$ cat src/rtl/mem_arbiter.sv
// mem_arbiter: shares one fixed-latency single-port memory between fetch and the data path.
// Optional macro MEM_ARB_RR_EN enables round-robin arbitration on ties (default: data priority).
// Revision: 1.0
`default_nettype none

`ifndef MEM_OP_BITS
`define MEM_OP_BITS 2
`endif
`ifndef MEM_OP_NOP
`define MEM_OP_NOP 2'd0
`endif
`ifndef MEM_OP_READ
`define MEM_OP_READ 2'd1
`endif
`ifndef MEM_OP_WRITE
`define MEM_OP_WRITE 2'd2
`endif

module mem_arbiter #(
  parameter int ADDR_W      = 16,
  parameter int DATA_W      = 16,
  parameter int MEM_LATENCY = 2
) (
  input  logic                    clk,
  input  logic                    reset,
  input  logic                    if_req,
  input  logic [ADDR_W-1:0]       if_addr,
  output logic [DATA_W-1:0]       if_rdata,
  output logic                    if_ack,
  input  logic [`MEM_OP_BITS-1:0] d_op,
  input  logic [ADDR_W-1:0]       d_addr,
  input  logic [DATA_W-1:0]       d_wdata,
  output logic [DATA_W-1:0]       d_rdata,
  output logic                    d_ack,
  output logic                    mem_en,
  output logic                    mem_we,
  output logic [ADDR_W-1:0]       mem_addr,
  output logic [DATA_W-1:0]       mem_wdata,
  input  logic [DATA_W-1:0]       mem_rdata,
  output logic                    busy,
  output logic                    stall_if
);

  localparam int CNT_W = (MEM_LATENCY > 1) ? $clog2(MEM_LATENCY) : 1;

  if (MEM_LATENCY < 1) begin : g_latency_check
    $error("mem_arbiter: MEM_LATENCY must be at least 1");
  end

  typedef enum logic [1:0] {
    IDLE   = 2'd0,
    ACCESS = 2'd1,
    RESP   = 2'd2
  } state_t;

  state_t              state;
  state_t              state_nxt;
  logic [CNT_W-1:0]    count;
  logic                win_data;
  logic                lat_we;
  logic [ADDR_W-1:0]   lat_addr;
  logic [DATA_W-1:0]   lat_wdata;
  logic                d_pend;
  logic                any_req;
  logic                grant_data;

  assign d_pend  = (d_op != `MEM_OP_NOP);
  assign any_req = if_req | d_pend;

`ifdef MEM_ARB_RR_EN
  // Set when fetch took the most recent grant; reset value hands the first tie to data.
  logic rr_last_fetch;

  always_ff @(posedge clk or posedge reset) begin
    if (reset) begin
      rr_last_fetch <= 1'b1;
    end else if (state == IDLE && any_req) begin
      rr_last_fetch <= ~grant_data;
    end
  end

  assign grant_data = d_pend & (~if_req | rr_last_fetch);
`else
  assign grant_data = d_pend;
`endif

  always_ff @(posedge clk or posedge reset) begin
    if (reset) begin
      state <= IDLE;
    end else begin
      state <= state_nxt;
    end
  end

  always_comb begin
    state_nxt = state;
    case (state)
      IDLE:    if (any_req) state_nxt = ACCESS;
      ACCESS:  if (count == '0) state_nxt = RESP;
      RESP:    state_nxt = IDLE;
      default: state_nxt = IDLE;
    endcase
  end

  // Request latches and read-data registers; inputs are only looked at in IDLE.
  always_ff @(posedge clk or posedge reset) begin
    if (reset) begin
      count     <= '0;
      win_data  <= 1'b0;
      lat_we    <= 1'b0;
      lat_addr  <= '0;
      lat_wdata <= '0;
      if_rdata  <= '0;
      d_rdata   <= '0;
    end else begin
      case (state)
        IDLE: begin
          if (any_req) begin
            win_data  <= grant_data;
            lat_we    <= grant_data & (d_op == `MEM_OP_WRITE);
            lat_addr  <= grant_data ? d_addr : if_addr;
            lat_wdata <= d_wdata;
            count     <= CNT_W'(MEM_LATENCY - 1);
          end
        end
        ACCESS: begin
          if (count != '0) begin
            count <= count - CNT_W'(1);
          end else if (!lat_we) begin
            if (win_data) d_rdata  <= mem_rdata;
            else          if_rdata <= mem_rdata;
          end
        end
        default: ;
      endcase
    end
  end

  assign mem_en    = (state == ACCESS);
  assign mem_we    = mem_en & lat_we;
  assign mem_addr  = lat_addr;
  assign mem_wdata = lat_wdata;
  assign if_ack    = (state == RESP) & ~win_data;
  assign d_ack     = (state == RESP) & win_data;
  assign busy      = (state != IDLE);
  assign stall_if  = d_pend | (busy & win_data);

endmodule

`default_nettype wire

$ cat config.mk
export PLATFORM = sky130hd
export DESIGN_NAME = mem_arbiter
export DESIGN_NICKNAME = d
export VERILOG_FILES = /design/src/rtl/mem_arbiter.sv
export SDC_FILE = /design/constraint.sdc
export NUM_CORES = 1
export LEC_CHECK = 0
export ABC_AREA = 1
export CAP_MARGIN = 15
export CORE_MARGIN = 1
export CORE_UTILIZATION = 38
export DETAILED_ROUTE_END_ITERATION = 6
export PLACE_DENSITY = 0.83
export SLEW_MARGIN = 20
export SYNTH_ARGS = -nofsm -noshare
export SYNTH_HDL_FRONTEND = slang
export SYNTH_SLANG_ARGS = --single-unit
$ cat constraint.sdc
create_clock -name clk -period 5.1 [get_ports clk]
set_clock_uncertainty 0.05 [all_clocks]
set_input_delay 1.02 -clock clk [delete_from_list [all_inputs] [get_ports clk]]
set_output_delay 1.02 -clock clk [all_outputs]
set_load 0.03 [all_outputs]
==> results of run 1 <==
## layer usage
metal | up-vias | GRT usage (%) | share of wire, %
met5 | - | 0 | 0
met4 | 0 | 6.67 | 1.6
met3 | 14 | 6.57 | 9.3
met2 | 156 | 32.7 | 48
met1 | 1363 | 24.6 | 42
li1 | 1442 | - | -
## power by group
| part | switching (W) | total (W) | leakage [nW] | internal (W) |
|---|---|---|---|---|
| Clock | 0.000207 | 0.000410 | 0.0917 | 0.000203 |
| Sequential | 0.000180 | 0.00101 | 0.839 | 0.000826 |
| Combinational | 0.00118 | 0.00187 | 1.32 | 0.000691 |
| Total | 0.00157 | 0.00329 | 2.25 | 0.00172 |
## placed cells by master, fill, tap and decap left out, drive strengths merged
| cell | count |
|---|---|
| o21ai | 19 |
| nand4 | 32 |
| nand3 | 19 |
| nand2 | 186 |
| buf | 3 |
| clkinv | 3 |
| nor2 | 6 |
| clkinvlp | 2 |
| clkbuf | 11 |
| nor3 | 2 |
| clkdlybuf4s50 | 138 |
| dfrtp | 69 |
| inv | 11 |
## path summary, 6_finish.rpt
path                           endpoint  slack, ns
max                            stall_if       1.14
min                         if_rdata[3]       0.42
max reg2reg                 d_rdata[12]       3.32
min reg2reg                 if_rdata[3]       0.42
max in group asynchronous   d_rdata[13]       3.02
min in group asynchronous  mem_wdata[4]       1.13
## tightest hold or removal path, delay by kind of cell, from the launching register on
family / cells / cell delay (ns)
flip-flops: 1 / 0.35
AND/OR/NAND/NOR: 2 / 0.10
## area by class of cell
type / count / area (sq um) / area share [%]
multi-input combinational: 264 / 1210 / 25.8
sequential: 69 / 1730 / 36.8
inverter: 11 / 41.3 / 0.879
clock inverter: 5 / 33.8 / 0.719
timing repair buffer: 141 / 1400 / 29.9
clock buffer: 11 / 151 / 3.22
tap: 102 / 128 / 2.72
## flip-flops by register name, summed over array words and instances (netlist names)
register and count:
state 2, count 1, mem_addr 16, mem_wdata 16, lat_we 1, win_data 1, d_rdata 16, if_rdata 16
## logic make-up after synthesis
family,count (synthesis),synth area share [%]
AO/OA/AOI/OAI,19,3.03
buffers and inverters,34,6.49
flip-flops,69,55.0
AND/OR/NAND/NOR,245,35.5
## per-stage QoR
| step | total power [W] | instances |
|---|---|---|
| after floorplan | 0.00220 | 367 |
| after global placement | 0.00285 | 587 |
| after detailed placement | 0.00290 | 587 |
| after CTS | 0.00332 | 603 |
| after global routing | 0.00350 | 603 |
| final | 0.00329 | 603 |
==> results by group, run 1 <==
Outcome
  – Status: finished clean

GRT
  – Vias in the first global route: 2780
  – GR Overflow Total: 0
  – First-pass GRT wire length: 13300 microns
  – Initial antenna violation count: 0
  – Largest net degree at the start of global routing: 44
  – GR Util All Layers: 19.9%

Yosys
  – Sequential area share after synthesis: 55.0%
  – Top-count cell post-synth: nand2_1
  – Main flop type after synthesis: dfrtp_1
  – FF+latch count, synth: 69
  – Post-synth top area share: 55.0%
  – Number of flops mapped to enable cells by yosys: 0
  – Commonest cells in the netlist: 183 x nand2_1, 69 x dfrtp_1, 32 x nand4_1, 18 x o21ai_0, 17 x nand3_1
  – Cell taking the most area after synthesis: dfrtp_1
  – Synth cell types: 20
  – Synthesized area per cell: 8.56 sq um
  – Yosys warns: 0
  – Largest cells by area after synthesis: dfrtp_1 55%, nand2_1 22%, nand4_1 6.4%
  – Synth async-reset ratio: 100%
  – Cell area after synthesis: 3140 sq um
  – Post-synthesis cell count: 367
  – Synth Net Count: 436

Setup path
  – WP depth: 4
  – Reg2Reg Depth: 4
  – Maximum net fanout on the critical path: 18
  – Critical Path Source Type: input port
  – Crit path buf inv count: 2
  – Worst Path Class, Setup: input port to output port
  – Crit path cell chain: clkdlybuf4s50_1 > nor2_8 > o21ai_1 > clkdlybuf4s50_1
  – WP data required: 4.03 ns
  – Beginning of the critical path: d_op[0]
  – CP peak stage delay: 0.74 ns
  – Reg-to-reg startpoint: lat_we
  – Crit end category: output port
  – Crit path arrival time: 2.89 ns
  – Most used cell along the critical path: clkdlybuf4s50_1
  – Top cell family by delay on the critical path: buffers and inverters
  – Critical-path top delay cell: clkdlybuf4s50_1

Routing
  – DRC Markers: 0
  – Via count: 2975
  – Detailed Route WL: 8210 microns
  – Initial DRT Pass Iterations: 5
  – Vias per cell: 4.93
  – Initial DRC count: 127
  – Antenna Nets Post-Route: 0
  – Wire length per cell: 13.6 microns

Power and ir drop
  – Leakage power: 2.25 nW
  – Maximum vdd ir drop: 449 uV
  – Pwr per Cell Area: 700 nW/um^2

Floorplanning
  – Die Y: 92.9 microns
  – Initial core utilization: 40.0%
  – Core ar.: 7850 sq um
  – DIE AREA: 8640 sq um
  – Placement Rows: 32
  – IO Pins: 139
  – Die width: 92.9 microns

Timing
  – Max-slew violations: 0
  – Hold Slack: 0.424 ns
  – RSZ-0062 raised after global routing: false
  – Fmax: 252 MHz
  – Relative slew slack: 42.3%
  – Fin crit share: 77.7%
  – Sum Neg Setup Slack: 0 ns
  – Tmin final: 3.96 ns
  – Final hold vios: 0
  – Worst slew pin tran: 0.864 ns
  – Final setup viols: 0
  – Final Worst Setup Slack: 1.14 ns

Clock tree
  – CTS Buf Count: 9
  – Root buffer cell: clkbuf_8
  – Setup Fix Bufs, Post-CTS: 0
  – Hold Buf Count CTS: 0
  – Clock tree from TritonCTS: yes
  – Sink Count: 69
  – Post-CTS Resized: 0
  – Clk buf depth: 2
  – Clk_lat worst skew: 0.34 ns
  – Clock-pin slew on the worst setup and hold paths: 0.07 ns
  – H-tree levels: 3

Place
  – GPL Wtd Cong: 0.792
  – Pre-CTS WS: 1.17 ns
  – DP HPWL: 5640 microns
  – Placed Area: 4510 sq um
  – Buffers added on ports: 138

Min path
  – Hold Crit Class: flip-flop to flip-flop
  – Hold Crit Start: if_rdata[3]
  – Hold Path Stages: 2

Layout
  – Layout area overhead: 49.5%
  – # diodes: 0
  – # fillers: 675
  – Post-layout nets: 565
  – Final core occ: 59.8%
  – Finished Cell Area: 4700 sq um
  – Share of cells above drive strength 1: 5.99%

Flow run
  – Maxcap violations: 0
Note: power is estimated with default switching activity, not from simulation.
==> inputs of run 2 (changes only) <==
==> constraint.sdc (replaced) <==
create_clock -name clk -period 3.85 [get_ports clk]
set_clock_uncertainty 0.05 [all_clocks]
set_input_delay 0.77 -clock clk [delete_from_list [all_inputs] [get_ports clk]]
set_output_delay 0.77 -clock clk [all_outputs]
set_load 0.03 [all_outputs]
==> run 2 against run 1 <==
First-iteration DRC count decreased by 23%. Die area unchanged. Sequential share of layout area about the same. Sequential cell count stayed put. Critical path depth unchanged. Count of clock-buffer cells in the layout decreased by 1. Critical endpoint unchanged.
==> results by group, run 2 (synthesis results as in run 1) <==
Setup path
  – Crit end category: output port (unchanged)
  – Crit path cell chain: clkdlybuf4s50_1 > nor2_8 > o21ai_1 > clkdlybuf4s50_1 (unchanged)
  – WP data required: 3.03 ns (was 4.03 ns)
  – Maximum net fanout on the critical path: 18 (unchanged)
  – Worst Path Class, Setup: input port to output port (unchanged)
  – Critical Path Source Type: input port (unchanged)
  – Most used cell along the critical path: clkdlybuf4s50_1 (unchanged)
  – Crit path buf inv count: 2 (unchanged)
  – Reg-to-reg startpoint: lat_we (unchanged)
  – Top cell family by delay on the critical path: buffers and inverters (unchanged)
  – Critical-path top delay cell: clkdlybuf4s50_1 (unchanged)
  – R2r endpoint: d_rdata[12] (unchanged)
  – Reg2Reg Depth: 4 (unchanged)
  – Reg-to-reg slack, setup: 2.11 ns (was 3.32 ns)
  – CP peak stage delay: 0.61 ns (was 0.74 ns)
  – Crit path arrival time: 2.29 ns (was 2.89 ns)

Place
  – DP Cell Count: 590 (was 587)
  – Pre-CTS WS: 0.739 ns (was 1.17 ns)
  – Buffers added on ports: 138 (unchanged)
  – GPL Wtd Cong: 0.789 (was 0.792)
  – DP HPWL: 5730 microns (was 5640 microns)

Timing
  – Sum Neg Setup Slack: 0 ns (unchanged)
  – RSZ-0062 raised after global routing: false (unchanged)
  – Fin crit share: 80.8%
  – Fmax: 321 MHz
  – Tmin final: 3.11 ns
  – Final Worst Setup Slack: 0.737 ns (was 1.14 ns)
  – Final setup viols: 0 (unchanged)
  – Max-slew violations: 0 (unchanged)
  – Relative slew slack: 47.8% (was 42.3%)
  – Worst slew pin tran: 0.780 ns (was 0.864 ns)
  – Final hold vios: 0 (unchanged)

Floorplanning
  – Die width: 92.9 microns (unchanged)
  – Initial core utilization: 40.0% (unchanged)
  – Die Y: 92.9 microns (unchanged)
  – Placement Rows: 32 (unchanged)
  – IO Pins: 139 (unchanged)
  – DIE AREA: 8640 sq um (unchanged)
  – Core ar.: 7850 sq um (unchanged)

GRT
  – Initial antenna violation count: 0 (unchanged)
  – Largest net degree at the start of global routing: 38 (was 44)
  – GR Util All Layers: 20.1% (was 19.9%)
  – First-pass GRT wire length: 13600 microns (was 13300 microns)
  – Vias in the first global route: 2834 (was 2780)
  – GR Overflow Total: 0 (unchanged)

Clock tree
  – Clk_lat worst skew: 0.33 ns (was 0.34 ns)
  – CTS Buf Count: 9 (unchanged)
  – Root buffer cell: clkbuf_8 (unchanged)
  – Sink Count: 69 (unchanged)
  – Clk buf depth: 2 (unchanged)
  – Clock-pin slew on the worst setup and hold paths: 0.07 ns (about the same)
  – Post-CTS Resized: 0 (unchanged)
  – H-tree levels: 3 (unchanged)
  – Hold Buf Count CTS: 0 (unchanged)
  – Clock tree from TritonCTS: yes (unchanged)
  – Setup Fix Bufs, Post-CTS: 0 (unchanged)

Layout
  – Commonest non-fill, non-tap cell in the layout: nand2_1 (unchanged)
  – Seq. cell area: 1730 sq um (unchanged)
  – Share of cells above drive strength 1: 6.16% (was 5.99%)
  – Non-filler cells, final: 605 (was 603)
  – Post-layout nets: 568 (was 565)
  – # fillers: 687 (was 675)
  – Commonest non-fill, non-tap cells in the layout: 183 x nand2_1, 138 x clkdlybuf4s50_1, 69 x dfrtp_1, 32 x nand4_1, 18 x o21ai_0 (unchanged)
  – # diodes: 0 (unchanged)
  – Area of the multi-input gates: 1210 sq um (unchanged)
  – Layout area overhead: 49.3% (was 49.5%)

Min path
  – Hold Crit Start: if_rdata[2] (was if_rdata[3])
  – Hold Crit Class: flip-flop to flip-flop (unchanged)
  – Min-Delay Endpoint: if_rdata[2] (was if_rdata[3])
  – Hold Path Stages: 2 (unchanged)

Power and ir drop
  – Leakage power: 2.26 nW (was 2.25 nW)
  – Maximum vdd ir drop: 474 uV (was 449 uV)
  – Pwr per Cell Area: 914 nW/um^2 (was 700 nW/um^2)

Routing
  – DRC Markers: 0 (unchanged)
  – Initial DRT Pass Iterations: 4 (was 5)
  – Via count: 2937 (was 2975)
  – Initial DRC count: 98 (was 127)
  – Wire length per cell: 13.4 microns (was 13.6 microns)
  – Detailed Route WL: 8090 microns (was 8210 microns)
  – Antenna Nets Post-Route: 0 (unchanged)
  – Vias per cell: 4.85 (was 4.93)

Flow run
  – Maxcap violations: 0 (unchanged)

Outcome
  – Status: finished clean (unchanged)
## run 2: cell count changes in the layout (fill, tap and decap cells not counted)
cell	previous run	this run
clkbuf_1	0	1
clkbuf_8	11	9
clkinvlp_4	2	0
buf_4	3	6
inv_6	1	0
clkinv_2	2	4
clkinv_4	0	1
## run 2: cell type report
type,instances,area share [%]
repair buffers,144,30.4
inverters,11,0.880
multi-input cells,264,25.8
well taps,102,2.72
clock inverters,5,0.614
clock buffers,10,2.72
flip-flops and latches,69,36.8
## run 2: worst max-delay path by stage
stage / depth (start not counted) / slack, ns / end / from
3_3_place_gp: 4 / 0.76 / stall_if / d_op[1]
4_1_cts: 4 / 0.73 / stall_if / d_op[1]
3_5_place_dp: 4 / 0.74 / stall_if / d_op[1]
5_1_grt: 4 / 0.60 / mem_we / state[1]
6_report: 4 / 0.74 / stall_if / d_op[1]
2_1_floorplan: 1 / 1.29 / count / reset
## run 2: per-layer routing
| layer | part of all wire [%] | vias up | global-route usage, % |
|---|---|---|---|
| met3 | 8.8 | 6 | 5.91 |
| met1 | 43 | 1348 | 25.2 |
| li1 | - | 1451 | - |
| met4 | 0.68 | 0 | 7.05 |
| met2 | 48 | 132 | 32.8 |
| met5 | 0 | - | 0 |
## run 2: tightest hold or removal path, stage by stage, from the launching register on
cell and delay, ns:
dfrtp_1 0.34, nand2_1 0.05, nand2_1 0.05
## run 2: power breakdown
| group | switching, W | total [W] | internal, W |
|---|---|---|---|
| combinational | 0.00156 | 0.00248 | 0.000922 |
| clock | 0.000255 | 0.000482 | 0.000227 |
| sequential | 0.000229 | 0.00132 | 0.00109 |
| total | 0.00204 | 0.00428 | 0.00224 |
## run 2: stage by stage
step	total power [W]	util, %	hold slack (ns)	area [sq um]
finish	0.00428	59.8	0.423	4690
global route	0.00459	59.8	0.445	4690
CTS	0.00433	59.8	0.425	4690
detailed placement	0.00384	57.8	0.408	4530
global placement	0.00378	57.8	0.403	4530
floorplan	0.00291	-	0.428	3140
